==> config.mk <==
export PLATFORM = sky130hd
export DESIGN_NAME = eprisc_bus_responder
export DESIGN_NICKNAME = d
export VERILOG_FILES = /design/src/rtl/eprisc_bus_pkg.sv /design/src/rtl/eprisc_bus_sync.sv /design/src/rtl/eprisc_bus_responder.sv
export SDC_FILE = /design/constraint.sdc
export NUM_CORES = 1
export LEC_CHECK = 0
export CORE_UTILIZATION = 45
export CTS_CLUSTER_DIAMETER = 120
export DETAILED_ROUTE_END_ITERATION = 7
export DONT_BUFFER_PORTS = 1
export GPL_TIMING_DRIVEN = 0
export PLACE_DENSITY = 0.65
export SYNTH_ARGS = -nofsm -noshare
export SYNTH_HDL_FRONTEND = slang
export SYNTH_SLANG_ARGS = --single-unit
==> constraint.sdc <==
create_clock -name iClk -period 2.44 [get_ports iClk]
set_clock_uncertainty 0.2 [all_clocks]
set_input_delay 0.366 -clock iClk [delete_from_list [all_inputs] [get_ports iClk]]
set_output_delay 0.366 -clock iClk [all_outputs]
set_load 0.01 [all_outputs]
==> src/rtl/eprisc_bus_pkg.sv <==
// Shared constants, state encoding and byte-lane helper for the epRISC bus responder.
package eprisc_bus_pkg;

  localparam logic [1:0] SEL_IDLE         = 2'b00;
  localparam int         CMD_RW_BIT       = 7;
  localparam int         CMD_ADDR_MSB     = 6;
  localparam logic [6:0] IRQ_ADDR_DEFAULT = 7'h7F;

  typedef enum logic [1:0] {
    IDLE,
    CMD,
    DATA
  } busState_t;

  // Byte 0 is the most significant byte, matching the on-wire word order.
  function automatic logic [7:0] wordByte(input logic [31:0] word, input logic [1:0] idx);
    case (idx)
      2'd0:    return word[31:24];
      2'd1:    return word[23:16];
      2'd2:    return word[15:8];
      default: return word[7:0];
    endcase
  endfunction

endpackage

==> src/rtl/eprisc_bus_sync.sv <==
// Two-flop synchroniser for the bus clock and a data vector, with rise/fall
// detection on the synchronised bus clock; 2 iClk latency, no backpressure.
module eprisc_bus_sync #(
  parameter int pWidth = 8
) (
  input  logic              iClk,
  input  logic              iRst,
  input  logic              iBusClock,
  input  logic [pWidth-1:0] iData,
  output logic [pWidth-1:0] oData,
  output logic              oRise,
  output logic              oFall
);

  logic [pWidth-1:0] dataMeta;
  logic              clkMeta;
  logic              clkSync;
  logic              clkPrev;

  always_ff @(posedge iClk) begin
    if (iRst) begin
      dataMeta <= '0;
      oData    <= '0;
      clkMeta  <= 1'b0;
      clkSync  <= 1'b0;
      clkPrev  <= 1'b0;
    end else begin
      dataMeta <= iData;
      oData    <= dataMeta;
      clkMeta  <= iBusClock;
      clkSync  <= clkMeta;
      clkPrev  <= clkSync;
    end
  end

  assign oRise = clkSync & ~clkPrev;
  assign oFall = ~clkSync & clkPrev;

endmodule

==> src/rtl/eprisc_bus_responder.sv <==
// epRISC bus responder: decodes command/data frames into local 32-bit register
// accesses; strobes follow the deciding bus edge by ~3 iClk, no local backpressure.
module eprisc_bus_responder
  import eprisc_bus_pkg::*;
#(
  parameter logic [1:0] pDeviceId = 2'd1,
  parameter logic [6:0] pIrqAddr  = IRQ_ADDR_DEFAULT
) (
  input  logic        iClk,
  input  logic        iRst,
  input  logic        iBusClock,
  input  logic [1:0]  iBusSelect,
  input  logic [7:0]  iBusMOSI,
  output logic [7:0]  oBusMISO,
  output logic        oBusMISOEnable,
  output logic        oBusInterrupt,
  output logic [6:0]  oRegAddr,
  output logic [31:0] oRegWData,
  output logic        oRegWrite,
  output logic        oRegRead,
  input  logic [31:0] iRegRData,
  input  logic        iIrqPulse
);

  logic [9:0]  syncData;
  logic [1:0]  selSync;
  logic [7:0]  mosiSync;
  logic        busRise;
  logic        busFall;

  eprisc_bus_sync #(.pWidth(10)) uSync (
    .iClk      (iClk),
    .iRst      (iRst),
    .iBusClock (iBusClock),
    .iData     ({iBusSelect, iBusMOSI}),
    .oData     (syncData),
    .oRise     (busRise),
    .oFall     (busFall)
  );

  assign selSync  = syncData[9:8];
  assign mosiSync = syncData[7:0];

  busState_t   state;
  logic        isWrite;
  logic [1:0]  byteCnt;
  logic        wrInc;
  logic [1:0]  rdPipe;
  logic        rdIrq;
  logic [31:0] rdWord;
  logic        pending;

  logic        selected;
  logic        cmdRise;
  logic        wordRise;
  logic        rdStart;
  logic        irqClr;
  logic [6:0]  nextAddr;
  logic [6:0]  rdAddr;
  logic [31:0] shiftWord;

  assign selected  = (selSync == pDeviceId) && (selSync != SEL_IDLE);
  assign cmdRise   = selected && (state == CMD) && busRise;
  assign wordRise  = selected && (state == DATA) && busRise && (byteCnt == 2'd3);
  assign nextAddr  = oRegAddr + 7'd1;
  assign shiftWord = {oRegWData[23:0], mosiSync};
  // Reads start at the command byte and re-arm at every word boundary (prefetch).
  assign rdStart   = (cmdRise && !mosiSync[CMD_RW_BIT]) || (wordRise && !isWrite);
  assign rdAddr    = (state == CMD) ? mosiSync[CMD_ADDR_MSB:0] : nextAddr;
  assign irqClr    = wordRise && isWrite && (oRegAddr == pIrqAddr) && shiftWord[31];

  always_ff @(posedge iClk) begin
    if (iRst) begin
      state          <= IDLE;
      isWrite        <= 1'b0;
      byteCnt        <= 2'd0;
      wrInc          <= 1'b0;
      rdPipe         <= 2'b00;
      rdIrq          <= 1'b0;
      rdWord         <= 32'd0;
      pending        <= 1'b0;
      oBusMISO       <= 8'h00;
      oBusMISOEnable <= 1'b0;
      oBusInterrupt  <= 1'b0;
      oRegAddr       <= 7'd0;
      oRegWData      <= 32'd0;
      oRegWrite      <= 1'b0;
      oRegRead       <= 1'b0;
    end else begin
      oBusMISOEnable <= selected;
      oBusInterrupt  <= pending;
      pending        <= iIrqPulse | (pending & ~irqClr);
      oRegWrite      <= 1'b0;
      oRegRead       <= 1'b0;
      wrInc          <= 1'b0;
      rdPipe         <= {rdPipe[0], rdStart};

      if (rdPipe[1])
        rdWord <= rdIrq ? {pending, 31'd0} : iRegRData;

      if (wrInc)
        oRegAddr <= nextAddr;

      // The status register is answered locally and never reaches the register port.
      if (rdStart) begin
        oRegAddr <= rdAddr;
        oRegRead <= (rdAddr != pIrqAddr);
        rdIrq    <= (rdAddr == pIrqAddr);
      end

      if (selected && busFall) begin
        if (state == DATA)
          oBusMISO <= isWrite ? 8'h00 : wordByte(rdWord, byteCnt);
        else
          oBusMISO <= {pending, 6'd0, 1'b1};
      end

      if (!selected) begin
        state   <= IDLE;
        byteCnt <= 2'd0;
      end else begin
        case (state)
          IDLE: begin
            state   <= CMD;
            byteCnt <= 2'd0;
          end
          CMD: begin
            if (busRise) begin
              isWrite  <= mosiSync[CMD_RW_BIT];
              oRegAddr <= mosiSync[CMD_ADDR_MSB:0];
              state    <= DATA;
            end
          end
          DATA: begin
            if (busRise) begin
              byteCnt <= byteCnt + 2'd1;
              if (isWrite) begin
                oRegWData <= shiftWord;
                if (byteCnt == 2'd3) begin
                  oRegWrite <= (oRegAddr != pIrqAddr);
                  wrInc     <= 1'b1;
                end
              end
            end
          end
          default: state <= IDLE;
        endcase
      end
    end
  end

endmodule

==> out/qor.json, run 1 <==
{
  "status": {
    "status": "complete, no violations"
  },
  "power": {
    "internal-power_mw": 3.54,
    "power.share.switching_pct": 19.5,
    "power_leakage_nw": 2.08,
    "power_frac_comb_pct": 2.8,
    "power.clock.fraction_pct": 53.3,
    "seq_power_share_pct": 43.9,
    "power.switching_mw": 0.856,
    "vdd_drop_max_mv": 0.421,
    "power-per-cell-area_nw_per_um2": 778
  },
  "timing": {
    "fin_setup_tns_ps": 0,
    "timing.final.crit_share_pct": 91.0,
    "max_freq_ghz": 0.450,
    "grt_setup_unrepaired": "false",
    "setup_viol_count_final": 0,
    "timing.final.crit_period_ps": 2220,
    "crit_path_setup_slack_layout_ps": 218,
    "timing_hold_violations_final": 0,
    "final.hold.worst_slack_ps": 69.7,
    "timing.slew.headroom_pct": 55.4,
    "worst-slew-pin-transition_ps": 663,
    "finalMaxSlewViolations": 0
  },
  "routing": {
    "initialDrtViolationCount": 257,
    "antenna_violating_nets_left": 0,
    "avgRoutedWirePerCell_um": 15.5,
    "vias_per_cell": 5.27,
    "wl_met2_mm": 5.24,
    "routed.top_layer": "met4",
    "met1_length_mm": 5.03,
    "first_pass_iters": 6,
    "final_wirelength_mm": 11.2,
    "route.vias.total": 3807,
    "drc": 0,
    "wl_met3_um": 753
  },
  "setup_path": {
    "critical_path_fanouts_max": 8,
    "setup.worst_path.end_class": "register",
    "criticalPathCategory": "reg -> reg",
    "rrSetupSlack_ps": 220,
    "cpLargestDelayFamily": "simple AND/OR/NAND/NOR gates",
    "timing.critical_path.required_ps": 2650,
    "critical_path.cell_chain": "ha_1 > and4bb_1 > buf_6 > a21oi_4 > or4_1 > a311oi_1",
    "count_of_buffer_and_inverter_cells_on_the_critical_path": 1,
    "arrival_ps": 2430,
    "cpMaxStageDelayCell": "or4_1",
    "cp-start-kind": "register",
    "max_stage_delay_ps": 500
  },
  "layout": {
    "design.final.nets": 632,
    "final.fill_count": 867,
    "antenna-diode-count": 0,
    "fin_area_um2": 5660,
    "areaGrowthSynthToFinish_pct": 26.4,
    "post_route_cells_drive_above_1_share_pct": 6.28
  },
  "hold_path": {
    "holdCritPathClass": "in -> reg"
  },
  "synth": {
    "synth_enable_flop_cells": 0,
    "post_synth_and_or_nand_nor_area_fraction_pct": 24.8,
    "synth-warning-count": 0,
    "syn_area_per_cell_um2": 8.67,
    "postSynthCellCount": 516,
    "synthMuxAreaShare_pct": 0.224,
    "synth_fp_nets": 568,
    "yosys_register_bits": 116,
    "synth_compound_area_share_pct": 16.0,
    "largest_family_of_logic_cells_by_synthesized_area": "simple AND/OR/NAND/NOR gates",
    "synth_top_area_cell": "dfxtp_1",
    "synth_top_area_share_pct": 51.9,
    "postSynth.topFlopCell": "dfxtp_1",
    "yosysSeqAreaShare_pct": 51.9,
    "post_synth_xor_area_fraction_pct": 1.57,
    "yosys.cell_types.count": 49,
    "yosys-top-cells-area": "dfxtp_1 (52%), nor2b_1 (8.7%), a21oi_1 (7.7%)",
    "post_synth_instance_area_um2": 4480,
    "post_synth_fa_ha_maj_area_fraction_pct": 1.68,
    "synth-async-reset-ratio_pct": 0
  },
  "floorplanning": {
    "placementRows": 36,
    "die-width_um": 102,
    "die_height_um": 102,
    "core_area_um2": 9680,
    "design.die.area_um2": 10300,
    "io_count": 97,
    "initial_core_util_pct": 46.2
  },
  "placement": {
    "numPortBuffers": 0,
    "routabilityCongestion": 0.885,
    "post_place_worst_slack_ps": 167,
    "dpl.hpwl_mm": 7.44,
    "placement.cell_area_um2": 4640
  },
  "clock_tree": {
    "cts-root-buf": "clkbuf_8",
    "tritoncts.num_buffers": 17,
    "cts_max_path_buffers": 2,
    "post-cts-setup-buffers": 0,
    "h-tree-depth": 4,
    "cts_tree": "yes",
    "clk-insertion-delay-late_ps": 520,
    "cts_sinks": 116,
    "clk_pin_slew_ps": 50
  },
  "global_routing": {
    "largest_net_degree_at_the_start_of_global_routing": 17,
    "grt_pass1_vias": 3560,
    "globalRouteOverflowTotal": 0,
    "grt_pass1_wl_mm": 17.5,
    "groute.usage.overall_pct": 22.6,
    "antenna_found_initial": 0
  },
  "run": {
    "drv.max_cap_violation_count": 0
  }
}
==> flip-flops by register name, indices dropped and copies added, names as in the netlist, 2 cells and up <==
name,cells
rdPipe,2
uSync.oData,10
oRegWData,32
state,2
rdWord,32
oBusMISO,8
oRegAddr,7
byteCnt,2
uSync.dataMeta,10
==> placed cells by master, fill, tap and decap left out, types with 2 or more instances in the layout <==
cell type,synthesis,layout
dfxtp_1,116,116
nor3_1,7,6
buf_2,3,3
clkbuf_16,0,16
inv_1,8,8
o22ai_1,4,4
dlygate4sd3_1,0,45
nand2_1,78,78
nand2b_1,6,6
xor2_1,3,3
a22oi_1,6,6
ha_1,6,6
xnor2_1,5,5
buf_1,3,3
nand4bb_1,2,2
a21oi_1,69,69
o21ai_0,10,10
a211oi_1,4,4
a221oi_1,2,2
nand4_1,4,4
nor3b_1,2,2
a311oi_1,2,2
nor2b_1,62,62
clkbuf_1,24,25
a2bb2oi_1,2,2
nand3_1,5,5
nor2_1,51,51
bufinv_16,0,2
o31ai_1,2,2
a222oi_1,8,8
clkbuf_8,0,6
clkinv_2,0,3
==> per-layer routing <==
| metal | vias to the layer above | global-route usage, % |
|---|---|---|
| met1 | 1769 | 28.8 |
| met3 | 12 | 6.56 |
| li1 | 1883 | - |
| met4 | 0 | 9.81 |
| met2 | 143 | 35.5 |
| met5 | - | 0 |
==> cells in the mapped netlist, drive strengths merged (2+ instances only) <==
| cell | count |
|---|---|
| nor3 | 7 |
| ha | 6 |
| a222oi | 8 |
| a311oi | 2 |
| buf | 8 |
| nand4bb | 2 |
| a21oi | 70 |
| a221oi | 2 |
| a22oi | 6 |
| nand2 | 78 |
| o22ai | 4 |
| and4bb | 2 |
| nand2b | 6 |
| nand3 | 5 |
| xnor2 | 5 |
| nor2 | 51 |
| nor2b | 62 |
| o21ai | 11 |
| xor2 | 3 |
| a211oi | 4 |
| dfxtp | 116 |
| inv | 8 |
| nor3b | 2 |
| clkbuf | 25 |
| nand4 | 4 |
| o31ai | 2 |
| a2bb2oi | 2 |
==> cell families after synthesis <==
logic type,count (synthesis)
XOR/XNOR,8
buffers and inverters,41
AND/OR/NAND/NOR,226
flip-flops,116
multiplexers,1
AO/OA/AOI/OAI,118
adder cells (fa/ha/maj),6
==> what timing repair did <==
item | 4_1_cts | 5_1_grt
hold buffers | 45 | 0
endpoints found under the setup margin | 0 | 10
endpoints found under the hold margin | 49 | 0
resized for setup | 0 | 1
==> path summary, 6_finish.rpt <==
kind,depth (start not counted),startpoint,to
worst max-delay path,6,byteCnt[0],oRegAddr[5]
worst min-delay path,2,iRst,uSync.oData[8]
worst max register to register,6,byteCnt[0],oRegAddr[5]
worst min register to register,1,uSync.dataMeta[9],uSync.oData[9]
==> power by group through the flow <==
| stage | logic (mW) | clock network [mW] | registers, mW |
|---|---|---|---|
| CTS | 0.123 | 2.40 | 1.93 |
| global placement | 0.0642 | 0 | 1.97 |
| detailed placement | 0.0645 | 0 | 1.97 |
| floorplan | 0.0478 | 0 | 1.96 |
| finish | 0.123 | 2.35 | 1.93 |
| global route | 0.134 | 2.49 | 1.93 |
==> stage by stage <==
step	total power, mW	cells	util [%]
6_report	4.40	722	58.4
3_5_place_dp	2.03	649	47.9
5_1_grt	4.55	722	58.4
3_3_place_gp	2.03	649	47.9
4_1_cts	4.45	722	58.4
2_1_floorplan	2.01	516	-
==> cell type report <==
type                            count  area (um2)  share of cell area (%)
Tap cell                          133         166                    2.94
Inverter                            8        30.0                   0.531
Buffer                             33         140                    2.48
Clock buffer                       23         487                    8.60
Sequential cell                   116        2320                    41.0
Clock inverter                      5        75.1                    1.33
Multi-Input combinational cell    359        1990                    35.1
Timing Repair Buffer               45         450                    7.96
Power figures use the tool's default switching activity.
==> inputs of run 2 (changes only) <==
Settings changed: HOLD_SLACK_MARGIN set to 0.08.
==> out/qor.json, run 2 (synthesized netlist as in run 1, its figures left out) <==
{
  "routing": {
    "initialDrtViolationCount": 288,
    "final_wirelength_mm": 11.2,
    "drc": 0,
    "antenna_violating_nets_left": 0,
    "vias_per_cell": 5.25,
    "first_pass_iters": 6,
    "avgRoutedWirePerCell_um": 15.3,
    "route.vias.total": 3835
  },
  "clock_tree": {
    "post-cts-setup-buffers": 0,
    "h-tree-depth": 4,
    "clk-insertion-delay-late_ps": 510,
    "cts_tree": "yes",
    "cts-root-buf": "clkbuf_8",
    "cts_max_path_buffers": 2,
    "cts_sinks": 116,
    "tritoncts.num_buffers": 17,
    "clk_pin_slew_ps": 50
  },
  "timing": {
    "crit_path_setup_slack_layout_ps": 233,
    "finalMaxSlewViolations": 0,
    "fin_setup_tns_ps": 0,
    "setup_viol_count_final": 0,
    "max_freq_ghz": 0.453,
    "grt_setup_unrepaired": "false",
    "worst-slew-pin-transition_ps": 692,
    "timing.slew.headroom_pct": 53.5,
    "timing.final.crit_period_ps": 2210,
    "timing_hold_violations_final": 0,
    "timing.final.crit_share_pct": 90.5
  },
  "hold_path": {
    "holdCritPathClass": "in -> reg"
  },
  "floorplanning": {
    "design.die.area_um2": 10300,
    "io_count": 97,
    "core_area_um2": 9680,
    "die-width_um": 102,
    "initial_core_util_pct": 46.2,
    "die_height_um": 102,
    "placementRows": 36
  },
  "layout": {
    "areaGrowthSynthToFinish_pct": 28.2,
    "multi_input_comb_area_um2": 1990,
    "design.final.nets": 640,
    "layout.cells.most_common": "dfxtp_1",
    "stdcell_count": 730,
    "fin_area_um2": 5740,
    "layout.cells.most_common_list": "dfxtp_1 (116), nand2_1 (78), a21oi_1 (69), nor2b_1 (62), dlygate4sd3_1 (53)",
    "sequential_cell_area_um2": 2320,
    "largest_registers": "oRegWData: 32 flops, rdWord: 32 flops",
    "antenna-diode-count": 0,
    "final.fill_count": 861,
    "post_route_cells_drive_above_1_share_pct": 6.20
  },
  "global_routing": {
    "globalRouteOverflowTotal": 0,
    "grt_pass1_vias": 3572,
    "groute.usage.overall_pct": 22.6,
    "largest_net_degree_at_the_start_of_global_routing": 17,
    "grt_pass1_wl_mm": 17.6,
    "antenna_found_initial": 0
  },
  "placement": {
    "dpl.hpwl_mm": 7.44,
    "post_place_worst_slack_ps": 167,
    "routabilityCongestion": 0.885,
    "placement.cell_area_um2": 4640,
    "numPortBuffers": 0,
    "place_inst": 649
  },
  "run": {
    "drv.max_cap_violation_count": 0
  },
  "setup_path": {
    "criticalPathCategory": "reg -> reg",
    "cpMaxStageDelayCell": "or4_1",
    "setup.worst_path.end_class": "register",
    "arrival_ps": 2410,
    "critical_path.cell_chain": "ha_1 > and4bb_1 > buf_6 > a21oi_4 > or4_1 > a311oi_1",
    "count_of_buffer_and_inverter_cells_on_the_critical_path": 1,
    "timing.critical_path.required_ps": 2650,
    "max_stage_delay_ps": 500,
    "critical_path_fanouts_max": 8,
    "cpLargestDelayFamily": "simple AND/OR/NAND/NOR gates",
    "cp-start-kind": "register"
  },
  "power": {
    "power.clock.fraction_pct": 53.1,
    "seq_power_share_pct": 43.8,
    "final_total_pwr_mw": 4.41,
    "power.share.switching_pct": 19.4,
    "internal-power_mw": 3.55,
    "vdd_drop_max_mv": 0.421,
    "power-per-cell-area_nw_per_um2": 768,
    "power_leakage_nw": 2.13,
    "power.switching_mw": 0.853,
    "power_frac_comb_pct": 3.0
  },
  "status": {
    "status": "complete, no violations"
  }
}
==> run 2: metrics by stage <==
stage	utilization (%)	hold WS, ps
final	59.3	79.2
after detailed placement	47.9	222
after floorplan	-	214
after global routing	59.3	121
after CTS	59.2	82.6
after global placement	47.9	219
==> run 2: cell type report <==
cell class | instances | area share (%)
Sequential cell | 116 | 40.5
Multi-Input combinational cell | 359 | 34.6
Timing Repair Buffer | 53 | 9.24
Clock buffer | 23 | 8.48
Tap cell | 133 | 2.90
Buffer | 33 | 2.44
Clock inverter | 5 | 1.31
Inverter | 8 | 0.523
==> run 2: metal layers <==
layer | wire (um) | track usage, % | vias to the layer above | part of all wire (%)
met5 | 0 | 0 | - | 0
met4 | 109 | 9.81 | 0 | 0.98
met3 | 732 | 6.56 | 10 | 6.5
met2 | 5260 | 35.5 | 129 | 47
met1 | 5070 | 28.9 | 1795 | 45
li1 | - | - | 1901 | -
==> run 2: path summary, 6_finish.rpt <==
path / from / end / slack, ps / depth (start not counted)
setup reg to reg: byteCnt[0] / oRegAddr[5] / 230 / 6
hold reg to reg: uSync.dataMeta[9] / uSync.oData[9] / 230 / 1
hold / removal: iRst / uSync.dataMeta[4] / 80 / 2
setup / recovery: byteCnt[0] / oRegAddr[5] / 230 / 6
==> run 2: power groups by stage <==
stage / Sequential (mW) / Combinational (mW) / Clock, mW
3_3_place_gp: 1.97 / 0.0642 / 0
5_1_grt: 1.93 / 0.145 / 2.49
6_report: 1.93 / 0.133 / 2.34
3_5_place_dp: 1.97 / 0.0645 / 0
4_1_cts: 1.93 / 0.133 / 2.40
2_1_floorplan: 1.96 / 0.0478 / 0
==> run 2: what timing repair did <==
action	4_1_cts	5_1_grt
resized for setup	0	1
hold endpoints to repair	55	0
endpoints found under the setup margin	0	10
hold buffers	53	0
